==> src/rtl/world_editor.sv <==
// world_editor: applies break/place edits to the world cube memory, writing only between drawer frames.
// Optional macro WORLD_EDIT_BOUNDS_EN rejects placements outside [0, WORLD_EXTENT) on any axis.
module world_editor #(
  parameter int COORD_WIDTH  = 32,
  parameter int WORLD_SIZE   = 100,
  parameter int WORLD_BITS   = 7,
  parameter int NORMAL_WIDTH = 2,
  parameter int READ_LATENCY = 2,
  parameter int CUBE_STEP    = 1,
  parameter int WORLD_EXTENT = 64
) (
  input  logic                      clk_in,
  input  logic                      rst_in,
  input  logic                      place,
  input  logic                      break_req,
  input  logic                      frame_busy,
  input  logic [WORLD_BITS-1:0]     looked_at_cube,
  input  logic [3*NORMAL_WIDTH-1:0] looked_at_normal,
  output logic [WORLD_BITS-1:0]     mem_rd_addr,
  input  logic [3*COORD_WIDTH/2:0]  mem_rd_data,
  output logic                      mem_we,
  output logic [WORLD_BITS-1:0]     mem_wr_addr,
  output logic [3*COORD_WIDTH/2:0]  mem_wr_data,
  output logic                      busy,
  output logic                      done,
  output logic [2:0]                status,
  output logic [2:0]                dbg_state
);
  localparam int HW = COORD_WIDTH / 2;
  localparam int EW = 3 * HW + 1;
  localparam int NW = NORMAL_WIDTH;

  localparam logic [2:0] ST_OK         = 3'd0;
  localparam logic [2:0] ST_NO_TARGET  = 3'd1;
  localparam logic [2:0] ST_BAD_NORMAL = 3'd2;
  localparam logic [2:0] ST_OCCUPIED   = 3'd3;
  localparam logic [2:0] ST_FULL       = 3'd4;
  localparam logic [2:0] ST_OOB        = 3'd5;

  typedef enum logic [2:0] {IDLE, PEND, RD_TGT, SCAN, WRITE, FIN} state_t;

  // Request handshake: place/break_req are taken only in a cycle with busy=0 (others are dropped);
  // busy stays high until the single-cycle done pulse, which coincides with busy falling.
  state_t              state;
  logic                op_break;
  logic [WORLD_BITS-1:0] idx;
  logic [WORLD_BITS-1:0] free_slot;
  logic                free_found;
  logic [3*NW-1:0]     nrm;
  logic [7:0]          lat_cnt;
  logic [HW-1:0]       new_x, new_y, new_z;

  logic                rd_valid;
  logic [HW-1:0]       rd_x, rd_y, rd_z;
  logic signed [NW-1:0] n_x, n_y, n_z;
  logic [HW-1:0]       calc_x, calc_y, calc_z;
  logic                normal_ok, lat_done, entry_hit, last_addr, out_of_bounds;

  function automatic logic is_unit(input logic [NW-1:0] c);
    return (c == NW'(1)) || (c == {NW{1'b1}});
  endfunction

  function automatic logic coord_oob(input logic [HW-1:0] c);
    return c[HW-1] || (c >= HW'(WORLD_EXTENT));
  endfunction

  always_comb begin
    rd_valid  = mem_rd_data[EW-1];
    rd_x      = mem_rd_data[3*HW-1:2*HW];
    rd_y      = mem_rd_data[2*HW-1:HW];
    rd_z      = mem_rd_data[HW-1:0];
    n_x       = nrm[3*NW-1:2*NW];
    n_y       = nrm[2*NW-1:NW];
    n_z       = nrm[NW-1:0];
    // Exactly one axis carries +/-1, the other two are zero.
    normal_ok = (is_unit(n_x) && (n_y == '0) && (n_z == '0)) ||
                ((n_x == '0) && is_unit(n_y) && (n_z == '0)) ||
                ((n_x == '0) && (n_y == '0) && is_unit(n_z));
    calc_x    = rd_x + HW'(n_x * CUBE_STEP);
    calc_y    = rd_y + HW'(n_y * CUBE_STEP);
    calc_z    = rd_z + HW'(n_z * CUBE_STEP);
    lat_done  = (lat_cnt == 8'(READ_LATENCY));
    entry_hit = rd_valid && (rd_x == new_x) && (rd_y == new_y) && (rd_z == new_z);
    last_addr = (mem_rd_addr == WORLD_BITS'(WORLD_SIZE - 1));
`ifdef WORLD_EDIT_BOUNDS_EN
    out_of_bounds = coord_oob(calc_x) || coord_oob(calc_y) || coord_oob(calc_z);
`else
    out_of_bounds = 1'b0;
`endif
  end

  assign dbg_state = state;

  always_ff @(posedge clk_in) begin
    if (!rst_in) begin
      state       <= IDLE;
      busy        <= 1'b0;
      done        <= 1'b0;
      mem_we      <= 1'b0;
      status      <= ST_OK;
      mem_rd_addr <= '0;
      mem_wr_addr <= '0;
      mem_wr_data <= '0;
      op_break    <= 1'b0;
      idx         <= '0;
      nrm         <= '0;
      lat_cnt     <= '0;
      free_found  <= 1'b0;
      free_slot   <= '0;
      new_x       <= '0;
      new_y       <= '0;
      new_z       <= '0;
    end else begin
      done   <= 1'b0;
      mem_we <= 1'b0;
      case (state)
        IDLE: if (break_req || place) begin
          op_break <= break_req;
          idx      <= looked_at_cube;
          nrm      <= looked_at_normal;
          busy     <= 1'b1;
          status   <= ST_OK;
          state    <= PEND;
        end
        PEND: if (!frame_busy) begin
          if (&idx) begin
            status <= ST_NO_TARGET;
            state  <= FIN;
          end else if (op_break) begin
            mem_wr_addr <= idx;
            mem_wr_data <= '0;
            state       <= WRITE;
          end else begin
            mem_rd_addr <= idx;
            lat_cnt     <= '0;
            state       <= RD_TGT;
          end
        end
        RD_TGT: if (!lat_done) begin
          lat_cnt <= lat_cnt + 8'd1;
        end else if (!rd_valid) begin
          status <= ST_NO_TARGET;
          state  <= FIN;
        end else if (!normal_ok) begin
          status <= ST_BAD_NORMAL;
          state  <= FIN;
        end else if (out_of_bounds) begin
          status <= ST_OOB;
          state  <= FIN;
        end else begin
          new_x       <= calc_x;
          new_y       <= calc_y;
          new_z       <= calc_z;
          mem_rd_addr <= '0;
          lat_cnt     <= '0;
          free_found  <= 1'b0;
          state       <= SCAN;
        end
        SCAN: if (!lat_done) begin
          lat_cnt <= lat_cnt + 8'd1;
        end else if (entry_hit) begin
          status <= ST_OCCUPIED;
          state  <= FIN;
        end else if (last_addr) begin
          if (free_found || !rd_valid) begin
            mem_wr_addr <= free_found ? free_slot : mem_rd_addr;
            mem_wr_data <= {1'b1, new_x, new_y, new_z};
            state       <= WRITE;
          end else begin
            status <= ST_FULL;
            state  <= FIN;
          end
        end else begin
          if (!rd_valid && !free_found) begin
            free_found <= 1'b1;
            free_slot  <= mem_rd_addr;
          end
          mem_rd_addr <= mem_rd_addr + 1'b1;
          lat_cnt     <= '0;
        end
        // The write is held back until the drawer is idle.
        WRITE: if (!frame_busy) begin
          mem_we <= 1'b1;
          status <= ST_OK;
          state  <= FIN;
        end
        FIN: begin
          done  <= 1'b1;
          busy  <= 1'b0;
          state <= IDLE;
        end
        default: state <= IDLE;
      endcase
    end
  end
endmodule

==> config.mk <==
export PLATFORM = sky130hd
export DESIGN_NAME = world_editor
export DESIGN_NICKNAME = d
export VERILOG_FILES = /design/src/rtl/world_editor.sv
export SDC_FILE = /design/constraint.sdc
export NUM_CORES = 1
export LEC_CHECK = 0
export CAP_MARGIN = 15
export CORE_MARGIN = 5
export CORE_UTILIZATION = 48
export CTS_BUF_LIST = sky130_fd_sc_hd__clkbuf_2
export DETAILED_ROUTE_END_ITERATION = 7
export HOLD_SLACK_MARGIN = 0.12
export PLACE_DENSITY = 0.73
export SLEW_MARGIN = 20
export SYNTH_ARGS = -nofsm -noshare
export SYNTH_HDL_FRONTEND = slang
export SYNTH_SLANG_ARGS = --single-unit
export TNS_END_PERCENT = 50
==> constraint.sdc <==
create_clock -name clk_in -period 4.8 [get_ports clk_in]
set_input_delay 0.96 -clock clk_in [delete_from_list [all_inputs] [get_ports clk_in]]
set_output_delay 0.96 -clock clk_in [all_outputs]
set_load 0.01 [all_outputs]
# After elaboration in Yosys (flattened, before gate mapping)
# Cells that the tools add are included.
[word_totals] ff_bits=150 input_bits=67 output_inout_bits=72
[classes] addsub=5 eq_ne=39 muxes=74 bitwise_logic=2 n_reduce_logical=40
[op_table] cell="49-bit two-way mux" count=7
[op_table] cell="7-bit two-way mux" count=17
[op_table] cell="49-bit case mux with 2 select lines" count=1
[op_table] cell="8-bit two-way mux" count=9
[op_table] cell="3-bit two-way mux" count=22
[op_table] cell="16-bit adder" count=3
[op_table] cell="16-bit == test" count=3
[op_table] cell="2-bit inequality test (second input constant)" count=16
[op_table] cell="3-bit case mux with 5 select lines" count=2
[op_table] cell="8-bit case mux with 3 select lines" count=1
[op_table] cell="8-bit AND reduction" count=3
[op_table] cell="3-bit inequality test (second input constant)" count=7
[op_table] cell="7-bit case mux with 3 select lines" count=1
[op_table] cell="10-bit AND reduction" count=2
[op_table] cell="7-bit case mux with 2 select lines" count=1
[op_table] cell="1-bit two-way mux" count=11
[op_table] cell="1-bit logical AND" count=10
[op_table] cell="8-bit by 1-bit adder with 8-bit output (second input constant)" count=1
[op_table] cell="8-bit by 2-bit == test with 1-bit output (second input constant)" count=1
[op_table] cell="7-bit by 1-bit adder with 7-bit output (second input constant)" count=1
[op_table] cell="7-bit == test (second input constant)" count=1
[op_table] cell="1-bit logical OR" count=7
[op_table] cell="7-bit AND reduction" count=1
[op_table] cell="2-bit by 1-bit == test with 1-bit output (second input constant)" count=3
[op_table] cell="other kinds (16)" count=29

# Longest topological paths before layout
[logic_depth] depth_word=10 ltp_mapped=12 mapped_depth_nobuf=11

# Worst setup path after synthesis
# No wires, ideal clock.
[synth_timing] kind="input to register" from="in mem_rd_data[32]" to="reg new_x[14]" setup_ns=0.063 t_arrival_ns=2.886 t_required_ns=4.737 slack_ns=1.851 cell_stages=11 path_buffers=0 path_cell_list="ha_1 inv_1 fa_1 nor2b_1 o21ai_0 a21boi_0 o211ai_1 a21oi_1 o211ai_1 a2111oi_0 nand3b_1"
[synth_between] elab_chain_len=1
[synth_rtl] item="start: declaration" line="20" source="input logic [3*COORD_WIDTH/2:0] mem_rd_data,"
[synth_rtl] item="16-bit adder" line="79" source="calc_x = rd_x + HW'(n_x * CUBE_STEP);"
[synth_rtl] item="end signal: assignment" line="151" source="new_x <= calc_x;"
[synth_rtl] item="end: declaration" line="51" source="logic [HW-1:0] new_x, new_y, new_z;"
# No other way between the ends.
# A chain may end at the register's enable or synchronous reset.

# Final worst setup path
# Ends and elaborated chain as after synthesis.

==> results.py <==
metrics = {
    "status": {
        "status": "completed",
    },
    "timing": {
        "clock_skew_ps": 36.1,
        "setup_viol": 0,
        "drv_slew": 0,
        "grt_setup_unrepaired": "no",
        "hold_viol_final": 0,
        "final.setup.tns_ps": 0,
        "finalCriticalPeriod_ps": 3200,
        "whs_ps": 495,
        "relSlewSlack_pct": 47.7,
        "finalCritPeriodShare_pct": 66.7,
        "worst_slew_pin_slew_ps": 784,
        "fmax_mhz": 312,
    },
    "place": {
        "gp_congestion": 0.915,
        "place_hpwl_mm": 17.3,
        "portBuffers": 138,
    },
    "clocking": {
        "numCtsBuffers": 17,
        "clock_latency_ps": 780,
        "clockBufferDepth": 2,
        "post_cts_buffers": 0,
        "cts_tree": "done",
        "htreeDepth": 4,
        "post_cts_resized": 0,
        "clock-sinks": 150,
        "path_clk_slew_ps": 220,
        "cts-root-buf": "clkbuf_2",
        "ctsHoldBuffers": 0,
    },
    "yosys": {
        "synth_top_flop_cell": "dfxtp_1",
        "syn_inst": 1033,
        "synth_compound_area_share_pct": 19.9,
        "synth.top_cell.area_share_pct": 35.8,
        "synth_edf_count": 0,
        "synth_mux_area_share_pct": 3.10,
        "yosys.area_share.simple_pct": 21.1,
        "synth_top_family_by_area": "simple AND/OR/NAND/NOR gates",
        "yosysTopAreaCell": "dfxtp_1",
        "synth_fp_nets": 1151,
        "synth_xor_area_share_pct": 8.24,
        "synth_area_sq_um": 8390,
        "post_synth_fa_ha_maj_area_fraction_pct": 7.87,
        "synth-seq-cells": 150,
        "synth-seq-area-share_pct": 35.8,
        "yosys_warnings": 0,
        "avgSynthCellArea_sq_um": 8.13,
        "yosysUniqueCellTypes": 54,
        "yosys-top-cells-area": "dfxtp_1 (36%), xnor2_1 (7.2%), ha_1 (7.2%)",
        "synthArstFlopShare_pct": 0,
    },
    "floorplanning": {
        "ioPinCount": 139,
        "dieHeight_microns": 142,
        "die-area_sq_um": 20200,
        "start_util_pct": 48.7,
        "die_w_microns": 142,
        "core_sq_um": 17200,
        "num_rows": 48,
    },
    "worst_setup_path": {
        "cp-end-kind": "flop",
        "worstPathArrival_ps": 3930,
        "r2r_cells": 11,
        "crit_required_ps": 5530,
        "worst_setup_path_start_kind": "input port",
        "path_class": "in2reg",
        "critPathMaxFanout": 3,
    },
    "route": {
        "ant_nets": 0,
        "num_vias": 7823,
        "wl_per_cell_microns": 17.1,
        "route.detailed.drc": 0,
        "drtIter0Drc": 643,
        "drt-pass1-iter-count": 6,
        "routed_via_density": 5.62,
        "routed_wl_mm": 23.8,
    },
    "power": {
        "p_leak_nw": 3.76,
        "p_per_area_nw_per_um2": 357,
        "peakVddDrop_uv": 216,
    },
    "finish": {
        "seqCellArea_sq_um": 3000,
        "multi_input_area_sq_um": 5060,
        "drive_gt1_share_pct": 5.84,
        "syn_to_final_growth_pct": 21.4,
        "most-common-layout-cells": "dfxtp_1 (150), clkdlybuf4s50_1 (138), nor2_1 (133)",
        "final_common_cell": "dfxtp_1",
        "fill_cells": 1583,
        "fin_nets": 1270,
    },
    "grt": {
        "antenna_found_initial": 1,
        "grt_pass1_vias": 7243,
        "grt_pass1_wl_mm": 38.0,
        "grt.met1_usage_pct": 32.2,
        "use_met3_pct": 5.98,
        "busiest_layer": "met2",
        "grt_max_degree": 78,
        "grt.total_usage_pct": 23.4,
        "grt.overflow.total": 0,
        "grt_util_met2_pct": 35.5,
    },
    "min_path": {
        "hold_depth": 2,
        "hold_class": "reg2reg",
    },
    "flow_run": {
        "maxCapViolations": 0,
    },
}
## cell type report
cell class                      count  area share (%)
Inverter                           26           0.982
Clock buffer                       18           0.884
Multi-Input combinational cell    808            49.7
Antenna cell                        1          0.0246
Clock inverter                     14            1.72
Timing Repair Buffer              149            14.5
Sequential cell                   150            29.5
Tap cell                          225            2.76
## critical path, stage by stage
cell             delay [ps]
clkdlybuf4s50_1         550
ha_1                    220
inv_1                    70
fa_1                    410
nor2b_1                 160
o21ai_0                 120
a21boi_0                330
o211ai_1                190
a21oi_1                 270
o211ai_1                170
a2111oi_0               350
nand3b_1                150
## cell families (layout without fill, tap and decap cells)
group                    count (synthesis)  in the layout
AND/OR/NAND/NOR                        391            391
adder cells (fa/ha/maj)                 51             51
flip-flops                             150            150
other                                    0              1
AO/OA/AOI/OAI                          261            261
XOR/XNOR                                79             79
buffers and inverters                   75            207
multiplexers                            26             26
## worst paths after layout
path / slack, ps / start / to
min: 500 / new_y[12] / new_y[12]
max: 1600 / mem_rd_data[32] / new_x[14]
min reg2reg: 500 / new_y[12] / new_y[12]
max reg2reg: 1680 / nrm[5] / new_x[14]
## sequential cells by signal, summed over array words and instances, names as in the netlist
signal       cells
mem_wr_data     49
new_x           16
new_y           16
new_z           16
lat_cnt          8
free_slot        7
idx              7
mem_rd_addr      7
mem_wr_addr      7
nrm              6
dbg_state        3
status           3
busy             1
done             1
free_found       1
mem_we           1
op_break         1
## per-stage QoR
step | std cells | utilization [%] | total power [mW] | setup slack, ps | area [sq um]
3_5_place_dp | 1358 | 57.6 | 2.84 | 832 | 9920
5_1_grt | 1391 | 59.1 | 3.89 | 1240 | 10200
6_report | 1391 | 59.1 | 3.63 | 1600 | 10200
2_1_floorplan | 1033 | - | 2.46 | 1850 | 8390
4_1_cts | 1390 | 59.1 | 3.64 | 1650 | 10200
3_3_place_gp | 1358 | 57.6 | 2.82 | 940 | 9920
## cell usage after synthesis, types with 3 or more instances
library cell	number
buf_6	4
o21bai_1	6
nor2b_1	7
nand3b_1	12
nor2_1	134
xnor2_1	69
a32oi_1	5
o21ai_0	47
nand3_1	27
a211oi_1	7
a21o_1	11
buf_4	4
o211ai_1	6
a22oi_2	9
a21boi_0	3
a31oi_1	7
a22oi_1	40
nor4_1	4
nand2_1	124
o21a_1	7
and3_1	7
buf_2	5
or3_1	8
dfxtp_1	150
and2_1	4
or2_2	6
ha_1	48
nor3_1	23
fa_1	3
clkbuf_1	36
nand4_1	16
mux2i_1	26
a21oi_1	95
nand2b_1	8
o2111ai_1	3
nor3b_1	3
inv_1	26
xor2_1	10
a311oi_1	3
## power breakdown
group	internal [mW]	total, mW	switching, mW
registers	1.31	1.44	0.125
logic	0.611	1.40	0.786
clock network	0.299	0.797	0.497
total	2.23	3.63	1.41
## per-layer routing
| layer | up-vias | routed length [microns] |
|---|---|---|
| met2 | 245 | 10500 |
| li1 | 3880 | - |
| met3 | 44 | 1620 |
| met4 | 0 | 595 |
| met1 | 3654 | 11000 |
| met5 | - | 0 |
Note: power is estimated with default switching activity, not from simulation.
